--- config.mk ---
export PLATFORM = sky130hd
export DESIGN_NAME = uart_rx_buffer
export DESIGN_NICKNAME = d
export VERILOG_FILES = /design/src/rtl/uart_rx_buffer.sv
export SDC_FILE = /design/constraint.sdc
export NUM_CORES = 1
export LEC_CHECK = 0
export ABC_AREA = 1
export CAP_MARGIN = 20
export CORE_ASPECT_RATIO = 0.6
export CORE_UTILIZATION = 40
export CTS_CLUSTER_DIAMETER = 150
export DETAILED_ROUTE_END_ITERATION = 6
export DONT_BUFFER_PORTS = 1
export MAX_ROUTING_LAYER = met4
export SLEW_MARGIN = 30
export SYNTH_ARGS = -nofsm -noshare
export SYNTH_HDL_FRONTEND = slang
export SYNTH_SLANG_ARGS = --single-unit
--- constraint.sdc ---
create_clock -name clk -period 2.1 [get_ports clk]
set_input_delay 0.42 -clock clk [delete_from_list [all_inputs] [get_ports clk]]
set_output_delay 0.42 -clock clk [all_outputs]
set_load 0.01 [all_outputs]
--- src/rtl/uart_rx_buffer.sv ---
// UART receiver with a 4-deep received-byte history for the display pager.
// Optional even parity (8E1) when UART_RX_PARITY_EN is defined; 8N1 otherwise.
module uart_rx_buffer #(
    parameter int CLK_HZ     = 100_000_000,
    parameter int BAUD       = 9600,
    parameter int OVERSAMPLE = 16
) (
    input  logic            clk,
    input  logic            reset,
    input  logic            RX,
    output logic [3:0][7:0] RXBUF,
    output logic [7:0]      rx_data,
    output logic            rx_valid,
    output logic [2:0]      rx_count,
    output logic            frame_err,
`ifdef UART_RX_PARITY_EN
    output logic            parity_err,
`endif
    output logic            rx_busy
);

    localparam int OSB = BAUD * OVERSAMPLE;
    localparam int DIV = (CLK_HZ + OSB / 2) / OSB;
    localparam int CW  = (DIV > 1) ? $clog2(DIV) : 1;
    localparam int PW  = $clog2(OVERSAMPLE);

    localparam logic [CW-1:0] DIV_LAST = CW'(DIV - 1);
    localparam logic [PW-1:0] PH_LAST  = PW'(OVERSAMPLE - 1);
    localparam logic [PW-1:0] PH_A     = PW'(OVERSAMPLE / 2 - 1);
    localparam logic [PW-1:0] PH_B     = PW'(OVERSAMPLE / 2);
    localparam logic [PW-1:0] PH_C     = PW'(OVERSAMPLE / 2 + 1);

    typedef enum logic [2:0] {
        S_IDLE,
        S_START,
        S_DATA,
`ifdef UART_RX_PARITY_EN
        S_PARITY,
`endif
        S_STOP,
        S_BREAK
    } state_t;

    state_t          r_state;
    state_t          w_next;
    logic [1:0]      r_sync;
    logic            w_rx_s;
    logic [CW-1:0]   r_div;
    logic            w_tick;
    logic [PW-1:0]   r_phase;
    logic            r_s0;
    logic            r_s1;
    logic            w_maj;
    logic            w_dec;
    logic [2:0]      r_bit;
    logic [7:0]      r_shift;
    logic            r_par_bad;
    logic            w_shift;
    logic            w_par_chk;
    logic            w_accept;
    logic            w_ferr;
    logic            w_perr;

    assign w_rx_s = r_sync[1];
    assign w_tick = (r_div == DIV_LAST);
    assign w_maj  = (r_s0 & r_s1) | (r_s0 & w_rx_s) | (r_s1 & w_rx_s);
    // Decision is made once the third sample of the window is available.
    assign w_dec  = w_tick && (r_phase == PH_C);
    assign rx_busy = (r_state != S_IDLE);

    // Two-flop synchronizer; resets to idle-high so no false start after reset.
    always_ff @(posedge clk or negedge reset) begin
        if (!reset) r_sync <= 2'b11;
        else        r_sync <= {r_sync[0], RX};
    end

    // Free-running oversample tick divider.
    always_ff @(posedge clk or negedge reset) begin
        if (!reset)      r_div <= '0;
        else if (w_tick) r_div <= '0;
        else             r_div <= r_div + 1'b1;
    end

    // Bit phase: held at 0 in IDLE, wraps every bit so windows stay aligned.
    always_ff @(posedge clk or negedge reset) begin
        if (!reset) begin
            r_phase <= '0;
        end else if (r_state == S_IDLE) begin
            r_phase <= '0;
        end else if (w_tick) begin
            r_phase <= (r_phase == PH_LAST) ? '0 : r_phase + 1'b1;
        end
    end

    // Capture the first two samples of the majority window.
    always_ff @(posedge clk or negedge reset) begin
        if (!reset) begin
            r_s0 <= 1'b1;
            r_s1 <= 1'b1;
        end else if (w_tick) begin
            if (r_phase == PH_A) r_s0 <= w_rx_s;
            if (r_phase == PH_B) r_s1 <= w_rx_s;
        end
    end

    // State register.
    always_ff @(posedge clk or negedge reset) begin
        if (!reset) r_state <= S_IDLE;
        else        r_state <= w_next;
    end

    // Next-state logic.
    always_comb begin
        w_next = r_state;
        unique case (r_state)
            S_IDLE:  if (!w_rx_s) w_next = S_START;
            S_START: if (w_dec) w_next = w_maj ? S_IDLE : S_DATA;
            S_DATA: begin
                if (w_dec && r_bit == 3'd7) begin
`ifdef UART_RX_PARITY_EN
                    w_next = S_PARITY;
`else
                    w_next = S_STOP;
`endif
                end
            end
`ifdef UART_RX_PARITY_EN
            S_PARITY: if (w_dec) w_next = S_STOP;
`endif
            S_STOP: begin
                if (w_dec) begin
                    if (r_par_bad || w_maj) w_next = S_IDLE;
                    else                    w_next = S_BREAK;
                end
            end
            S_BREAK: if (w_rx_s) w_next = S_IDLE;
            default: w_next = S_IDLE;
        endcase
    end

    // Per-state decision strobes.
    always_comb begin
        w_shift   = 1'b0;
        w_par_chk = 1'b0;
        w_accept  = 1'b0;
        w_ferr    = 1'b0;
        w_perr    = 1'b0;
        unique case (r_state)
            S_DATA: w_shift = w_dec;
`ifdef UART_RX_PARITY_EN
            S_PARITY: w_par_chk = w_dec;
`endif
            S_STOP: begin
                if (w_dec) begin
                    if (r_par_bad)  w_perr   = 1'b1;
                    else if (w_maj) w_accept = 1'b1;
                    else            w_ferr   = 1'b1;
                end
            end
            default: ;
        endcase
    end

    // Data shift register, bit index and parity verdict.
    always_ff @(posedge clk or negedge reset) begin
        if (!reset) begin
            r_shift   <= '0;
            r_bit     <= '0;
            r_par_bad <= 1'b0;
        end else if (r_state == S_IDLE) begin
            r_bit     <= '0;
            r_par_bad <= 1'b0;
        end else begin
            if (w_shift) begin
                r_shift <= {w_maj, r_shift[7:1]};
                r_bit   <= r_bit + 1'b1;
            end
            if (w_par_chk) r_par_bad <= (w_maj != ^r_shift);
        end
    end

    // History buffer, last byte, saturating count and status pulses.
    always_ff @(posedge clk or negedge reset) begin
        if (!reset) begin
            RXBUF     <= '0;
            rx_data   <= '0;
            rx_count  <= '0;
            rx_valid  <= 1'b0;
            frame_err <= 1'b0;
        end else begin
            rx_valid  <= w_accept;
            frame_err <= w_ferr;
            if (w_accept) begin
                RXBUF   <= {RXBUF[2:0], r_shift};
                rx_data <= r_shift;
                if (rx_count != 3'd4) rx_count <= rx_count + 1'b1;
            end
        end
    end

`ifdef UART_RX_PARITY_EN
    // Parity failure pulse, issued after the stop-bit sample.
    always_ff @(posedge clk or negedge reset) begin
        if (!reset) parity_err <= 1'b0;
        else        parity_err <= w_perr;
    end
`else
    logic w_unused;
    assign w_unused = w_perr | w_par_chk;
`endif

endmodule

Yosys cells after proc, flatten, opt, wreduce, memory -nomap -nowiden --
Cells that the tools add are included.
Word-level totals: flip-flop bits (word level) 69, bits of input ports 3, output and inout port bits 46, word-level logic and storage cells 73
Operators by class: $add $sub $neg 4, equal/unequal tests 16, multiplexer cells 21, bitwise logic cells 6, reduce and logical (&&, ||, !) cells 11
Operators with widths (number):
- $mux W3 | 8
- $pmux W3 S5 | 1
- $eq A4 B4 Y1 const B | 3
- $mux W4 | 3
- $add A10 B1 Y10 const B | 1
- $eq A10 B10 Y1 const B | 1
- $mux W10 | 1
- $ne A2 B2 Y1 const B | 5
- $reduce_and A2 Y1 | 4
- $mux W1 | 7
- $add A3 B1 Y3 const B | 2
- $eq A3 B2 Y1 const B | 2
- $eq A3 B3 Y1 const B | 2
- $reduce_and A5 Y1 | 1
- $add A4 B1 Y4 const B | 1
- $eq A4 B3 Y1 const B | 1
- $reduce_bool A2 Y1 | 2
- $and A1 B1 Y1 | 3
- $eq A3 B1 Y1 const B | 1
- $logic_not A3 Y1 | 1
- $ne A3 B3 Y1 const B | 1
- $reduce_bool A3 Y1 | 1
- $logic_and A1 B1 Y1 | 2
- $mux W2 | 1
- other kinds (2) | 3

Longest topological paths before layout --
depth after elaboration 7, gate-level depth with buffers 11, mapped depth without buffers 11

Worst setup path after synthesis --
Ideal clock, no wire load.
path kind flip-flop to flip-flop, start register r_div[0], end register RXBUF[22] (netlist bit), setup time 0.129 ns, data arrival time 1.502 ns, data required time 1.971 ns, setup slack 0.469 ns, cell stages (with the launch flop) 12, path buffers 2, clock period less this slack 1.631 ns, path through dfrtp_1 > inv_1 > ha_1 > nand2_1 > nor2_2 > nand3_4 > nor2_4 > nand2_2 > buf_6 > buf_6 > nand2_1 > o21ai_1
Between the ends: longest elaborated chain between the ends 4
RTL lines:
- start, declared | line 48 | logic [CW-1:0] r_div;
- start signal, assigned | line 81 | else r_div <= r_div + 1'b1;
- $eq A10 B10 Y1 | line 65 | assign w_tick = (r_div == DIV_LAST);
- $logic_and A1 B1 Y1 | line 68 | assign w_dec = w_tick && (r_phase == PH_C);
- $mux W1 | line 154 | if (w_dec) begin
- $mux W1 | line 148 | unique case (r_state)
- end signal, assigned | line 194 | RXBUF <= {RXBUF[2:0], r_shift};
- end, declared | line 11 | output logic [3:0][7:0] RXBUF,
No other way between the ends. A chain may end at the register's enable or synchronous reset.

Worst setup path after layout --
start register r_div[0], end register rx_data[4]
Between the ends: longest elaborated chain between the ends 4
RTL lines:
- $eq A10 B10 Y1 | line 65
- $logic_and A1 B1 Y1 | line 68
- $mux W1 | line 154
- $mux W1 | line 148
- end signal, assigned | line 195 | rx_data <= r_shift;
- end, declared | line 12 | output logic [7:0] rx_data,
No other way between the ends.

==> metrics.yaml <==
setup_path:
  reg2reg_to: "rx_data[4]"
  crit_start: "r_div[0]"
  crit_slowest_cell: "dfrtp_1"
  worstSetupEndpointType: "flop"
  path_buf_inv: 2
  startpoint_type: "flop"
  crit_arrival_ns: 2.02
  r2r-start: "r_div[0]"
  rr_worst_depth: 10
  critical-path-top-delay-family: "simple AND/OR/NAND/NOR gates"
  crit_chain: "inv_1 -> ha_1 -> nand2_1 -> nor2_2 -> nand3_4 -> nor2_4 -> nand2_2 -> buf_4 -> nand2_1 -> o21ai_2"
  cp_max_fo: 39
  slowest_delay_ns: 0.40
  crit_type: "reg -> reg"
  required_ns: 2.31
  timing.reg2reg.setup_slack_ns: 0.29
  cpMostUsedCell: "nand2_1"
cells_and_area:
  fin_nets: 370
  layout_commonest_cell: "nand2_1"
  antenna_cells: 0
  area_delta_synth_final_pct: 11.34
  fillerInstances: 744
  multi_input_area_um2: 1109
  final_cell_mix: "102 x nand2_1, 65 x dfrtp_1, 48 x inv_1, 26 x o21ai_0, 21 x nor2_1"
  ff_latch_area_um2: 1732
  drive_above_1_share_pct: 12.40
  fin_util_pct: 47.33
floorplanning:
  die-area_um2: 8285
  design.core.area_um2: 7447
  dieHeight_um: 70.91
  initial_core_util_pct: 42.51
  dieWidth_um: 116.8
  ios: 49
  std_cell_rows: 24
logic_synthesis:
  synth_top_area_share_pct: 51.38
  syn_avg_cell_area_um2: 8.842
  syn_area_um2: 3166
  synth_cell_types: 27
  ys_seq_area_share_pct: 54.70
  synthesis.nets: 370
  syn_inst: 358
  yosysWarningCount: 0
  synth.top_cells.by_area: "dfrtp_1 51%, nand2_1 12%, inv_1 5.7%"
  ys_ff_latch: 69
  yosysTopAreaCell: "dfrtp_1"
clock_network:
  cts_tree: "built"
  post_cts_buffers: 0
  cts_buffers: 9
  htreeDepth: 3
  clock_path_buffers: 2
  clkLatencyLatePin_ns: 0.33
  cts_resized: 0
  cts_hold_buffers: 2
  cts_root_buf: "clkbuf_16"
  clk_pin_slew_ns: 0.06
  cts_sinks: 69
detailed_routing:
  drt_first_pass_iters: 4
  post-route-drc-count: 0
  vias_per_cell: 4.672
  finalWirelength_um: 5963
  wl_per_cell_um: 12.77
  drtIter0Drc: 96
  postRouteAntennaNets: 0
  vias: 2182
sta:
  period_minus_slack_ns: 1.814
  setup_viol: 0
  finalSetupTns_ns: 0
  rsz0062_at_grt: "false"
  skew_ns: 0.005430
  timing.fmax_mhz: 551.1
  finalHoldViolCount: 0
  slew_viol_final: 0
  finalCritPeriodShare_pct: 86.40
  relSlewSlack_pct: 72.85
  worst_pin_slew_ns: 0.4073
run_status:
  status: "finished, final reports clean"
placed_design:
  globalplace.congestion: 0.8409
  io_buffers: 0
  dp_hpwl_um: 4058
hold_path:
  hold_path_startpoint: "RX"
  whs_endpoint: "r_sync[0]"
  min_path_type: "in -> reg"
  whs_path_depth: 0
power_and_ir_drop:
  seqPwrFrac_pct: 46.6
  ir_drop_uv: 431.6
  clkPwrFrac_pct: 52.2
  swShare_pct: 21.01
  p_sw_uw: 602.0
  intPower_mw: 2.263
  combPwrFrac_pct: 1.2
  p_leak_nw: 1.694
  power.density_nw_per_um2: 812.8
global_route:
  grt.overflow.total: 0
  antenna_found_initial: 0
  grt_start_max_net_pins: 70
  grt_pass1_wl_um: 10220
  grt_pass1_vias: 2117
  grt_usage_pct: 17.07
job:
  maxCapViolations: 0
-- area by class of cell --
| cell class | instances | share of cell area, % |
|---|---|---|
| timing repair buffer | 5 | 1.704 |
| inverter | 52 | 5.538 |
| tap | 104 | 3.692 |
| clock inverter | 7 | 2.094 |
| clock buffer | 9 | 6.390 |
| sequential | 69 | 49.13 |
| multi-input combinational | 221 | 31.45 |
-- cells by family (layout without fill, tap and decap cells) --
family,after synthesis,in the layout,share of synthesized area (%)
buf+inv,68,73,10.28
flops,69,69,54.70
fa+ha+maj,9,9,3.557
simple gates,161,161,22.45
compound gates,47,47,7.905
xor+xnor,4,4,1.107
-- Yosys cell counts (all sizes together) --
| library cell | number |
|---|---|
| a21oi | 6 |
| inv | 51 |
| nor3 | 7 |
| xnor2 | 1 |
| clkinv | 1 |
| nor3b | 1 |
| nand3 | 12 |
| nand4 | 6 |
| clkbuf | 1 |
| buf | 15 |
| ha | 9 |
| nand2 | 107 |
| dfrtp | 65 |
| dfstp | 4 |
| xor2 | 3 |
| nor2 | 28 |
| o21ai | 41 |
-- how the worst max path moves through the flow --
stage	end	cells past startpoint
after floorplan	RXBUF[22]	11
after global placement	RXBUF[14]	8
after detailed placement	RXBUF[10]	8
after CTS	RXBUF[10]	9
after global routing	r_bit[2]	11
final	rx_data[4]	10
-- power groups by stage --
stage          combinational, mW  clock, mW  sequential (mW)
2_1_floorplan            0.00152          0             1.36
3_3_place_gp             0.00196          0             1.36
3_5_place_dp             0.00199          0             1.36
4_1_cts                   0.0376       1.54             1.34
5_1_grt                   0.0417       1.60             1.33
6_report                  0.0347       1.49             1.34
-- worst register-to-register path, stage by stage (launching register included) --
cell and delay [ns]:
dfrtp_1 0.40, inv_1 0.07, ha_1 0.16, nand2_1 0.07, nor2_2 0.22, nand3_4 0.16, nor2_4 0.13, nand2_2 0.05
buf_4 0.25, nand2_1 0.14, o21ai_2 0.05
-- registers in the layout, indices dropped and copies added (netlist names) --
signal and count:
rx_valid 1, rx_data 8, frame_err 1, r_s1 1, r_shift 8, r_state 3
r_div 10, rx_count 3, r_phase 4, RXBUF 24, r_sync 2, r_s0 1
r_bit 3
-- metrics by stage --
| step | std cells | cell area (um2) | power [mW] | hold WS [ns] | setup slack [ns] |
|---|---|---|---|---|---|
| 6_report | 467 | 3525 | 2.865 | 0.08198 | 0.2856 |
| 5_1_grt | 467 | 3525 | 2.974 | 0.06274 | 0.06100 |
| 4_1_cts | 467 | 3525 | 2.909 | 0.07061 | 0.2476 |
| 3_5_place_dp | 449 | 3188 | 1.361 | 0.1269 | 0.2641 |
| 3_3_place_gp | 449 | 3188 | 1.361 | 0.1270 | 0.3224 |
| 2_1_floorplan | 358 | 3166 | 1.360 | 0.1244 | 0.4687 |
-- metal layers --
layer | global-route usage (%) | vias to the layer above | share of wire (%)
met4 | 6.329 | 0 | 1.6
met1 | 22.59 | 1033 | 50
li1 | - | 1105 | -
met2 | 23.60 | 34 | 42
met5 | - | - | 0
met3 | 6.598 | 10 | 5.7
(Power assumes the default switching activity.)
